`config.mk`:
```
export PLATFORM = sky130hd
export DESIGN_NAME = montgomery_mul_pipe
export DESIGN_NICKNAME = d
export VERILOG_FILES = /design/src/rtl/montgomery_mul_pipe.sv
export SDC_FILE = /design/constraint.sdc
export NUM_CORES = 1
export LEC_CHECK = 0
export CORE_ASPECT_RATIO = 0.8
export CORE_UTILIZATION = 40
export CTS_BUF_LIST = sky130_fd_sc_hd__clkbuf_4 sky130_fd_sc_hd__clkbuf_8 sky130_fd_sc_hd__clkbuf_16
export DETAILED_ROUTE_END_ITERATION = 12
export GPL_ROUTABILITY_DRIVEN = 0
export GPL_TIMING_DRIVEN = 0
export MAX_ROUTING_LAYER = met4
export PLACE_DENSITY = 0.6
export SLEW_MARGIN = 20
export SYNTH_ARGS = -nofsm -noshare
export SYNTH_HDL_FRONTEND = slang
export SYNTH_SLANG_ARGS = --single-unit
export TNS_END_PERCENT = 1
```
`constraint.sdc`:
```
create_clock -name clk -period 7.24 [get_ports clk]
set_input_delay 1.448 -clock clk [delete_from_list [all_inputs] [get_ports clk]]
set_output_delay 1.448 -clock clk [all_outputs]
set_load 0.01 [all_outputs]
```
`src/rtl/montgomery_mul_pipe.sv`:
```
// Three-stage pipelined Montgomery multiplier/reducer: out = P * 2^-W mod Q.
// Stages hold together on output backpressure; in_ready mirrors the advance enable.
module montgomery_mul_pipe #(
   parameter int W = 16,
   parameter logic [W-1:0] Q = W'(3329),
   parameter logic [W-1:0] QPRIME = W'(3327),
   parameter int TAG_W = 4
) (
   input  logic             clk,
   input  logic             rst_n,
   input  logic             in_valid,
   output logic             in_ready,
   input  logic             in_mode,
   input  logic [W-1:0]     in_a,
   input  logic [W-1:0]     in_b,
   input  logic [TAG_W-1:0] in_tag,
   output logic             out_valid,
   input  logic             out_ready,
   output logic [W-1:0]     out_data,
   output logic [TAG_W-1:0] out_tag,
   output logic             busy
);

   typedef struct packed {
      logic             v;
      logic [TAG_W-1:0] tag;
      logic [2*W-1:0]   p;
   } s1_t;

   typedef struct packed {
      logic             v;
      logic [TAG_W-1:0] tag;
      logic [2*W-1:0]   p;
      logic [W-1:0]     m;
   } s2_t;

   typedef struct packed {
      logic             v;
      logic [TAG_W-1:0] tag;
      logic [W-1:0]     data;
   } s3_t;

   s1_t s1;
   s2_t s2;
   s3_t s3;

   logic           advance;
   logic [2*W-1:0] p_in;
   logic [W-1:0]   m_in;
   logic [2*W:0]   sum;
   logic [W:0]     t;
   logic [W-1:0]   r;
   logic           unused_lo;

   assign advance = ~s3.v | out_ready;
   assign in_ready = advance;

   assign p_in = in_mode ? {in_b, in_a}
                         : {{W{1'b0}}, in_a} * {{W{1'b0}}, in_b};

   assign m_in = s1.p[W-1:0] * QPRIME;

   // Low W bits of P + m*Q are zero by construction of m.
   assign sum = {1'b0, s2.p}
              + ({{(W+1){1'b0}}, s2.m} * {{(W+1){1'b0}}, Q});
   assign t = sum[2*W:W];
   assign unused_lo = ^sum[W-1:0];

   assign r = (t >= {1'b0, Q}) ? W'(t - {1'b0, Q}) : t[W-1:0];

   always_ff @(posedge clk or negedge rst_n) begin
      if (!rst_n) begin
         s1 <= '0;
         s2 <= '0;
         s3 <= '0;
      end else if (advance) begin
         s1.v    <= in_valid;
         s1.tag  <= in_tag;
         s1.p    <= p_in;
         s2.v    <= s1.v;
         s2.tag  <= s1.tag;
         s2.p    <= s1.p;
         s2.m    <= m_in;
         s3.v    <= s2.v;
         s3.tag  <= s2.tag;
         s3.data <= r;
      end
   end

   assign out_valid = s3.v;
   assign out_data  = s3.data;
   assign out_tag   = s3.tag;
   assign busy      = s1.v | s2.v | s3.v;

endmodule
```
# --- Word-level counts from Yosys, hierarchy flattened ---
# Index checks and enable logic that the tools add are counted.
op_classes:
  bitwise: 4
  add_sub_neg: 2
  order_cmp: 1
  mux: 2
  mul: 3
op_table:
  columns: ["cell", "n"]
  rows:
  - ["32-bit by 28-bit adder with 33-bit output", 1]
  - ["16-bit by 16-bit multiplier with 32-bit output", 1]
  - ["32-bit two-way mux", 1]
  - ["16-bit by 12-bit multiplier with 28-bit output (second input constant)", 1]
  - ["17-bit by 12-bit greater-or-equal comparator with 1-bit output (second input constant)", 1]
  - ["16-bit by 12-bit multiplier with 16-bit output (second input constant)", 1]
  - ["16-bit two-way mux", 1]
  - ["16-bit by 12-bit subtractor with 16-bit output (second input constant)", 1]
  - ["1-bit bitwise OR", 3]
  - ["1-bit inverter", 1]
totals:
  input_bits: 41
  register_bits: 111
  word_cells: 22
  output_inout_bits: 23

# --- Depth between registers and ports, before layout ---
# Gate-level depths: netlist (run 1).
depth:
  depth_word: 4
  ltp_mapped: 26
  ltp_nobuf: 24

# --- Least setup slack after synthesis (run 1) ---
# OpenSTA, ideal clock, no wires.
synth_timing:
  kind: "input -> register"
  start: "input port in_b[9]"
  end: "register s1[31] (netlist bit)"
  path_slack_ps: -280
  t_arrival_ps: 7394
  n_path_buf: 2
  required_time_ps: 7114
  setup_ps: 126
  path_stages: 25
  path_cell_list: "clkbuf_1 > clkbuf_1 > nand2_1 > fa_1 > inv_1 > fa_1 > inv_1 > fa_1 > inv_1 > fa_1 > fa_1 > inv_1 > fa_1 > inv_1 > ha_1 > a21o_1 > a21o_1 > a21oi_1 > o31ai_1 > a31oi_1 > a21oi_1 > a41o_1 > o31ai_1 > xnor2_1 > a221o_1"
synth_via:
  elab_chain_len: 2
synth_rtl:
  columns: ["item", "line_no", "rtl"]
  rows:
  - ["start: declaration", "15", "input logic [W-1:0] in_b,"]
  - ["16-bit by 16-bit multiplier with 32-bit output", "59", ": {{W{1'b0}}, in_a} * {{W{1'b0}}, in_b};"]
  - ["32-bit two-way mux", "58", "assign p_in = in_mode ? {in_b, in_a}"]
  - ["end: declaration", "43", "s1_t s1;"]
# Every way passes these cells.
# A chain may end at the register's enable or synchronous reset.

# --- Worst setup path in the final report (run 1) ---
layout_timing:
  start: "input port in_b[1]"
  end: "register s1[31] (netlist bit)"
# Same word-level chain as after synthesis.

==> results by group, run 1 <==
Status
  • Status: complete, no violations

Clock tree
  • Cts bufs inserted: 9
  • CTS tree: done
  • H-Tree Depth: 3
  • CTS Root Cell: clkbuf_16
  • Clk buf depth: 2
  • Clock Latency Late Sink: around 360 ps
  • CTS clk-pin slew, worst paths: 80 ps
  • CTS Sinks: 110

Global route
  • First-pass GRT wire length: between 80000 and 90000 microns
  • Vias in the first global route: 15100
  • Total gr overflow: 0
  • GRT Total Usage: 23.7%
  • Largest net degree at the start of global routing: 83
  • Antenna violations before repair: 1

Detailed routing
  • Routed wl met3: roughly 4000 microns
  • Antenna viol nets, final: 0
  • Post-Route M1 WL: 24800 microns
  • DRC Markers: 0
  • Vias per cell: ~5.2
  • Top Metal Used: met4
  • Routed wl met2: 23400 microns
  • Wirelength per Cell: 19.0 microns
  • Initial detailed-routing violation count: ~1100
  • Via count: roughly 15000
  • Post-Route WL: between 50000 and 60000 microns
  • Drt pass-1 iters: 5

Logic synthesis
  • Syn Nets: roughly 2700
  • Sequential share of the synthesized area: between 10% and 20%
  • Synth top area share: a little under a third
  • Largest family of logic cells by synthesized area: adder cells
  • Avg Cell Area, Syn: 8.95 sq um
  • Synth Flop Type: dfrtp_1
  • Post-Synth Adder-Cell Area: 47.6%
  • EDFF count, synth: 0
  • Post-Syn Area: 18700 sq um
  • Post-synthesis mux area share: less than 1%
  • Gate Count Post-Synth: about 2100
  • Cell taking the most area after synthesis: fa_1
  • Compound-Gate Fraction of Synth Area: under 10%
  • XOR/XNOR Fraction of Synth Area: 3.04%
  • Synth top area cells: fa_1 31%, ha_1 17%, dfrtp_1 15%
  • Yosys cell types: 64
  • Area share of and/or/nand/nor cells after synthesis: 15.4%
  • Register bit total from synthesis: 110
  • FFs w/ async S/R, synth: 100%
  • Synthesis Warnings: 0

STA
  • Post-route minimum period: approximately 7100 ps
  • Final Cycle Share: 98.7%
  • Max Clk Rate: approximately 140 MHz
  • Worst Tran Pin Value: 778 ps
  • Final Hold Fails: 0
  • Count of pins over their slew limit: 0
  • Slew headroom: 48.1%
  • Fin worst setup slack: a little over 90 ps
  • RSZ-0062 raised after global routing: yes
  • Setup Skew: 6.47 ps
  • # setup viols final: 0

Place
  • Port Buf Inserts: 60
  • Dpl hpwl: 43500 microns
  • Dpl ws: -1790 ps
  • Placed insts: 2765

Critical path
  • Top cell by count, worst path: fa_1
  • Startpoint types: primary input
  • Arr. time, crit path: 7400 ps
  • Reg2Reg Setup Slack: 690 ps
  • CP Max Fanout: 10
  • Slowest stage delay, CP: approximately 550 ps
  • Data required, critical path: around 7500 ps
  • Crit-path slowest cell: fa_1
  • Worst flop-to-flop path startpoint: s2[2]
  • Worst reg2reg path depth: 21
  • CP Class: in2reg
  • Crit path cell chain: buf_2 -> clkbuf_8 -> nand2_1 -> fa_1 -> fa_1 -> fa_1 -> inv_1 -> fa_1 -> fa_1 -> inv_1 -> fa_1 -> inv_1 -> ha_4 -> a21o_1 -> a21o_1 -> a21oi_2 -> o31ai_2 -> a31oi_4 -> a21oi_2 -> a41o_1 -> o31ai_4 -> xnor2_2 -> a221o_1
  • Critical Path End Type: register
  • R2r endpoint: out_data[10]

Cells and area
  • Final non-filler cell total: 2784
  • Final Core Density: 45.8%
  • Final #Nets: 2747
  • Syn-to-layout area delta: 12.4%
  • Layout cell share with drive strength beyond 1: under 10%

Run
  • Total of max-cap violations: 0

Floorplanning
  • Initial Util: 40.7%
  • Die H: 196 microns
  • Top Ports: 64
  • Die extent in x: roughly 240 microns
  • Core Box Area: 46000 sq um
  • Die area: 47700 sq um
  • Placement row count: 70

Min path
  • Hold depth: 2
  • Worst Hold Class: reg2reg
  • Hold EP: s1[33]
  • Hold Startpoint: s1[33]
-- cells in the mapped netlist, types with 5 or more instances --
| master | count |
|---|---|
| o31ai_1 | 9 |
| inv_1 | 372 |
| o21a_1 | 10 |
| nor3_1 | 13 |
| a211oi_1 | 6 |
| and3_1 | 9 |
| fa_1 | 287 |
| nor2_1 | 82 |
| clkbuf_1 | 65 |
| a221o_1 | 6 |
| nor2b_1 | 8 |
| nand2b_1 | 10 |
| a21o_1 | 25 |
| nand2_1 | 344 |
| and2_1 | 121 |
| o211ai_1 | 9 |
| mux2i_1 | 7 |
| o21bai_1 | 7 |
| dfrtp_1 | 110 |
| nand3_1 | 15 |
| o21ai_0 | 67 |
| xor2_1 | 23 |
| buf_1 | 7 |
| a211o_1 | 5 |
| ha_1 | 253 |
| or3_1 | 7 |
| a31oi_1 | 8 |
| a21oi_1 | 105 |
| xnor2_1 | 42 |
-- state kept, by name (all words and copies together), names as in the netlist --
name and flops:
s2 52, s1 37, out_data 16, out_tag 4, out_valid 1
-- placed cells by master, fill, tap and decap left out, types with 33 or more instances in the layout --
| cell type | instances |
|---|---|
| inv_1 | 372 |
| nand2_1 | 344 |
| fa_1 | 286 |
| ha_1 | 245 |
| and2_1 | 121 |
| dfrtp_1 | 110 |
| a21oi_1 | 98 |
| nor2_1 | 82 |
| o21ai_0 | 63 |
| xnor2_1 | 41 |
| clkbuf_1 | 33 |
-- through the flow --
step | instance area [sq um] | hold slack [ps] | setup TNS [ps]
after global routing | 21100 | 484 | -44.6
after CTS | 20800 | 475 | -5.58
after global placement | 20100 | 448 | -25240
final | 21100 | 473 | 0
after floorplan | 18800 | 439 | 0
after detailed placement | 20200 | 457 | -26770
-- worst max path at each step --
stage             start  endpoint  slack [ps]  depth (start not counted)
6_report        in_b[1]    s1[31]          90                         23
2_1_floorplan  in_a[13]    s1[31]          60                         22
4_1_cts         in_b[4]    s1[31]          -6                         24
5_1_grt         in_b[4]    s1[31]         -30                         24
3_5_place_dp    in_b[3]    s1[31]       -1790                         22
3_3_place_gp    in_b[6]    s1[31]       -1700                         22
-- layout make-up --
cell class	instances	area (sq um)
buffer	72	701
clock buffer	9	225
sequential	110	2750
multi-input combinational	1538	14500
inverter	372	1400
antenna	1	2.50
clock inverter	7	90.1
timing repair buffer	63	593
tap	612	766
fill	4402	24900
-- layer usage --
| layer | vias to the layer above | track usage (%) |
|---|---|---|
| li1 | 6764 | - |
| met5 | - | - |
| met3 | 41 | 3.66 |
| met2 | 493 | 35.7 |
| met4 | 0 | 3.68 |
| met1 | 7294 | 34.1 |
-- cells by family after synthesis --
group                    count (synthesis)
buffers and inverters                  444
AND/OR/NAND/NOR                        634
adder cells (fa/ha/maj)                540
XOR/XNOR                                65
AO/OA/AOI/OAI                          291
flip-flops                             110
multiplexers                             8
-- worst max-delay path: cells and delay by family --
family | cells | cell delay (ps)
buffers and inverters | 5 | 640
adder cells (fa/ha/maj) | 7 | 3350
AO/OA/AOI/OAI | 9 | 1770
AND/OR/NAND/NOR | 1 | 80
XOR/XNOR | 1 | 110
-- repair_timing --
item / CTS / global route
resized for setup: 263 / 78
gates cloned: 0 / 0
hold buffers: 0 / 0
buffers inserted: 1 / 1
pin swaps: 7 / 17
endpoints found under the setup margin: 21 / 12
Power of run 1 is not shown: default switching activity piles up to over one toggle a cycle in this logic, so the estimate is an artifact.
==> inputs of run 2 (changes only) <==
- CELL_PAD_IN_SITES_DETAIL_PLACEMENT: unset -> 0
- CELL_PAD_IN_SITES_GLOBAL_PLACEMENT: unset -> 1
- PLACE_DENSITY: 0.6 -> 0.73
==> run 2 against run 1 <==
Sequential cell count unchanged. Cell count about the same. Critical path depth down 2. Via count down 0.79%. Non-clock buffer count up 3. Register-to-register slack better by 50 ps. Critical endpoint unchanged. Highest routed layer unchanged.
==> results by group, run 2 (synthesized netlist as in run 1, its figures left out) <==
Cells and area
  • Commonest non-fill, non-tap cell in the layout: inv_1
  • Layout cell share with drive strength beyond 1: approximately 6.1%
  • Largest register FFs: 52
  • Final #Nets: approximately 2800
  • Most frequent cells in the layout: 372 x inv_1, 344 x nand2_1, 285 x fa_1
  • Final Cell Area: 21000 sq um
  • Most flops, register: s2
  • Syn-to-layout area delta: 12.1%

Critical path
  • CP Max Fanout: 10
  • Crit path cell chain: clkbuf_4 -> clkbuf_8 -> and2_1 -> fa_1 -> fa_1 -> fa_1 -> fa_1 -> fa_1 -> ha_1 -> ha_1 -> a21o_1 -> a21o_1 -> a21o_1 -> a21o_1 -> or3_1 -> o21ai_0 -> a21oi_2 -> a41o_1 -> o31ai_4 -> xnor2_2 -> a221o_1
  • Crit-path slowest cell: fa_1
  • CP Class: in2reg
  • Top cell by count, worst path: fa_1
  • CP Buf/Inv Count: 2
  • Slowest stage delay, CP: 550 ps
  • Reg2Reg Setup Slack: roughly 740 ps
  • Arr. time, crit path: approximately 7300 ps
  • Startpoint types: primary input
  • Data required, critical path: 7480 ps
  • Critical Path End Type: register
  • Crit path max-delay family: adder cells

Floorplanning
  • Initial Util: 40.7%
  • Top Ports: 64
  • Placement row count: 70
  • Die H: 196 microns
  • Core Box Area: 46000 sq um
  • Die area: 47700 sq um
  • Die extent in x: 244 microns

STA
  • Post-route minimum period: 7080 ps
  • Setup Skew: 11.2 ps
  • Worst Tran Pin Value: 842 ps
  • Max Clk Rate: 141 MHz
  • # setup viols final: 0
  • Count of pins over their slew limit: 0
  • Final Cycle Share: 97.8%
  • Final Hold Fails: 0
  • Slew headroom: around 44%

Detailed routing
  • Via count: 14500
  • Antenna viol nets, final: 0
  • DRC Markers: 0
  • Drt pass-1 iters: 4
  • Post-Route WL: roughly 53000 microns
  • Wirelength per Cell: 19.0 microns
  • Initial detailed-routing violation count: 778
  • Vias per cell: 5.20

Clock tree
  • CTS Sinks: 110
  • CTS Root Cell: clkbuf_16
  • H-Tree Depth: 3
  • Clk buf depth: 2
  • Clock Latency Late Sink: approximately 360 ps
  • CTS clk-pin slew, worst paths: ~70 ps
  • CTS tree: done
  • Cts bufs inserted: 9

Min path
  • Worst Hold Class: reg2reg

Global route
  • Antenna violations before repair: 2
  • GRT Total Usage: 23.6%
  • Total gr overflow: 0
  • First-pass GRT wire length: 84700 microns
  • Largest net degree at the start of global routing: 80
  • Vias in the first global route: 15100

Status
  • Status: complete, no violations

Place
  • Dpl hpwl: 43500 microns
  • Port Buf Inserts: 60
  • Placed inst area: 20200 sq um

Run
  • Total of max-cap violations: 0
[run 2: final timing paths]
kind	from	end	cells past startpoint
max in group asynchronous	rst_n	s2[6]	2
setup reg to reg	s2[1]	out_data[1]	21
min in group asynchronous	rst_n	out_data[0]	1
hold reg to reg	out_tag[1]	out_tag[1]	2
hold / removal	out_tag[1]	out_tag[1]	2
setup / recovery	in_b[14]	s1[31]	21
[run 2: cell type report]
cell class              count  area, sq um
well taps                 612          766
multi-input cells        1538        14600
inverters                 372         1400
diodes                      1         2.50
clock inverters             6         47.5
clock buffers               9          225
fillers                  4586        25000
plain buffers              72          653
repair buffers             66          603
flip-flops and latches    110         2750
[run 2: worst register-to-register path, cell delays in order, from the launching register on]
cell and delay [ps]:
dfrtp_1 470, ha_1 320, inv_1 40, fa_1 470, inv_1 40, ha_1 260, inv_1 50, fa_1 410
fa_1 510, inv_1 40, ha_1 360, and4_1 290, nand2_1 100, a2111oi_2 610, o31ai_1 250, o311ai_0 580
nand2_1 170, nand3b_1 190, a41oi_2 280, nor2_2 450, mux2_2 390, a21oi_1 130
[run 2: metrics by stage]
stage / hold WS [ps] / util (%) / TNS, ps / worst slack [ps] / std cells
after detailed placement: 457 / 43.8 / -25740 / -1730 / 2765
after floorplan: 439 / - / 0 / 63.0 / 2092
after global routing: 496 / 45.7 / -10.5 / -6.43 / 2786
final: 466 / 45.7 / 0 / 163 / 2786
after global placement: 450 / 43.8 / -24760 / -1700 / 2764
after CTS: 474 / 45.2 / 0 / 0.576 / 2781
[run 2: timing repair]
item	4_1_cts	5_1_grt
buffers inserted	1	4
endpoints found under the setup margin	21	11
endpoints found under the hold margin	0	0
gates cloned	0	0
hold buffers	0	0
pin swaps	5	18
gates resized for setup	268	63
[run 2: per-layer routing]
metal | share of wire [%] | vias to the layer above | GRT usage, %
met5 | 0 | - | -
met4 | 1.9 | 0 | 4.49
li1 | - | 6771 | -
met1 | 46 | 7266 | 32.4
met3 | 5.4 | 56 | 3.13
met2 | 46 | 383 | 37.4
Power of run 2 is left out for the same reason.
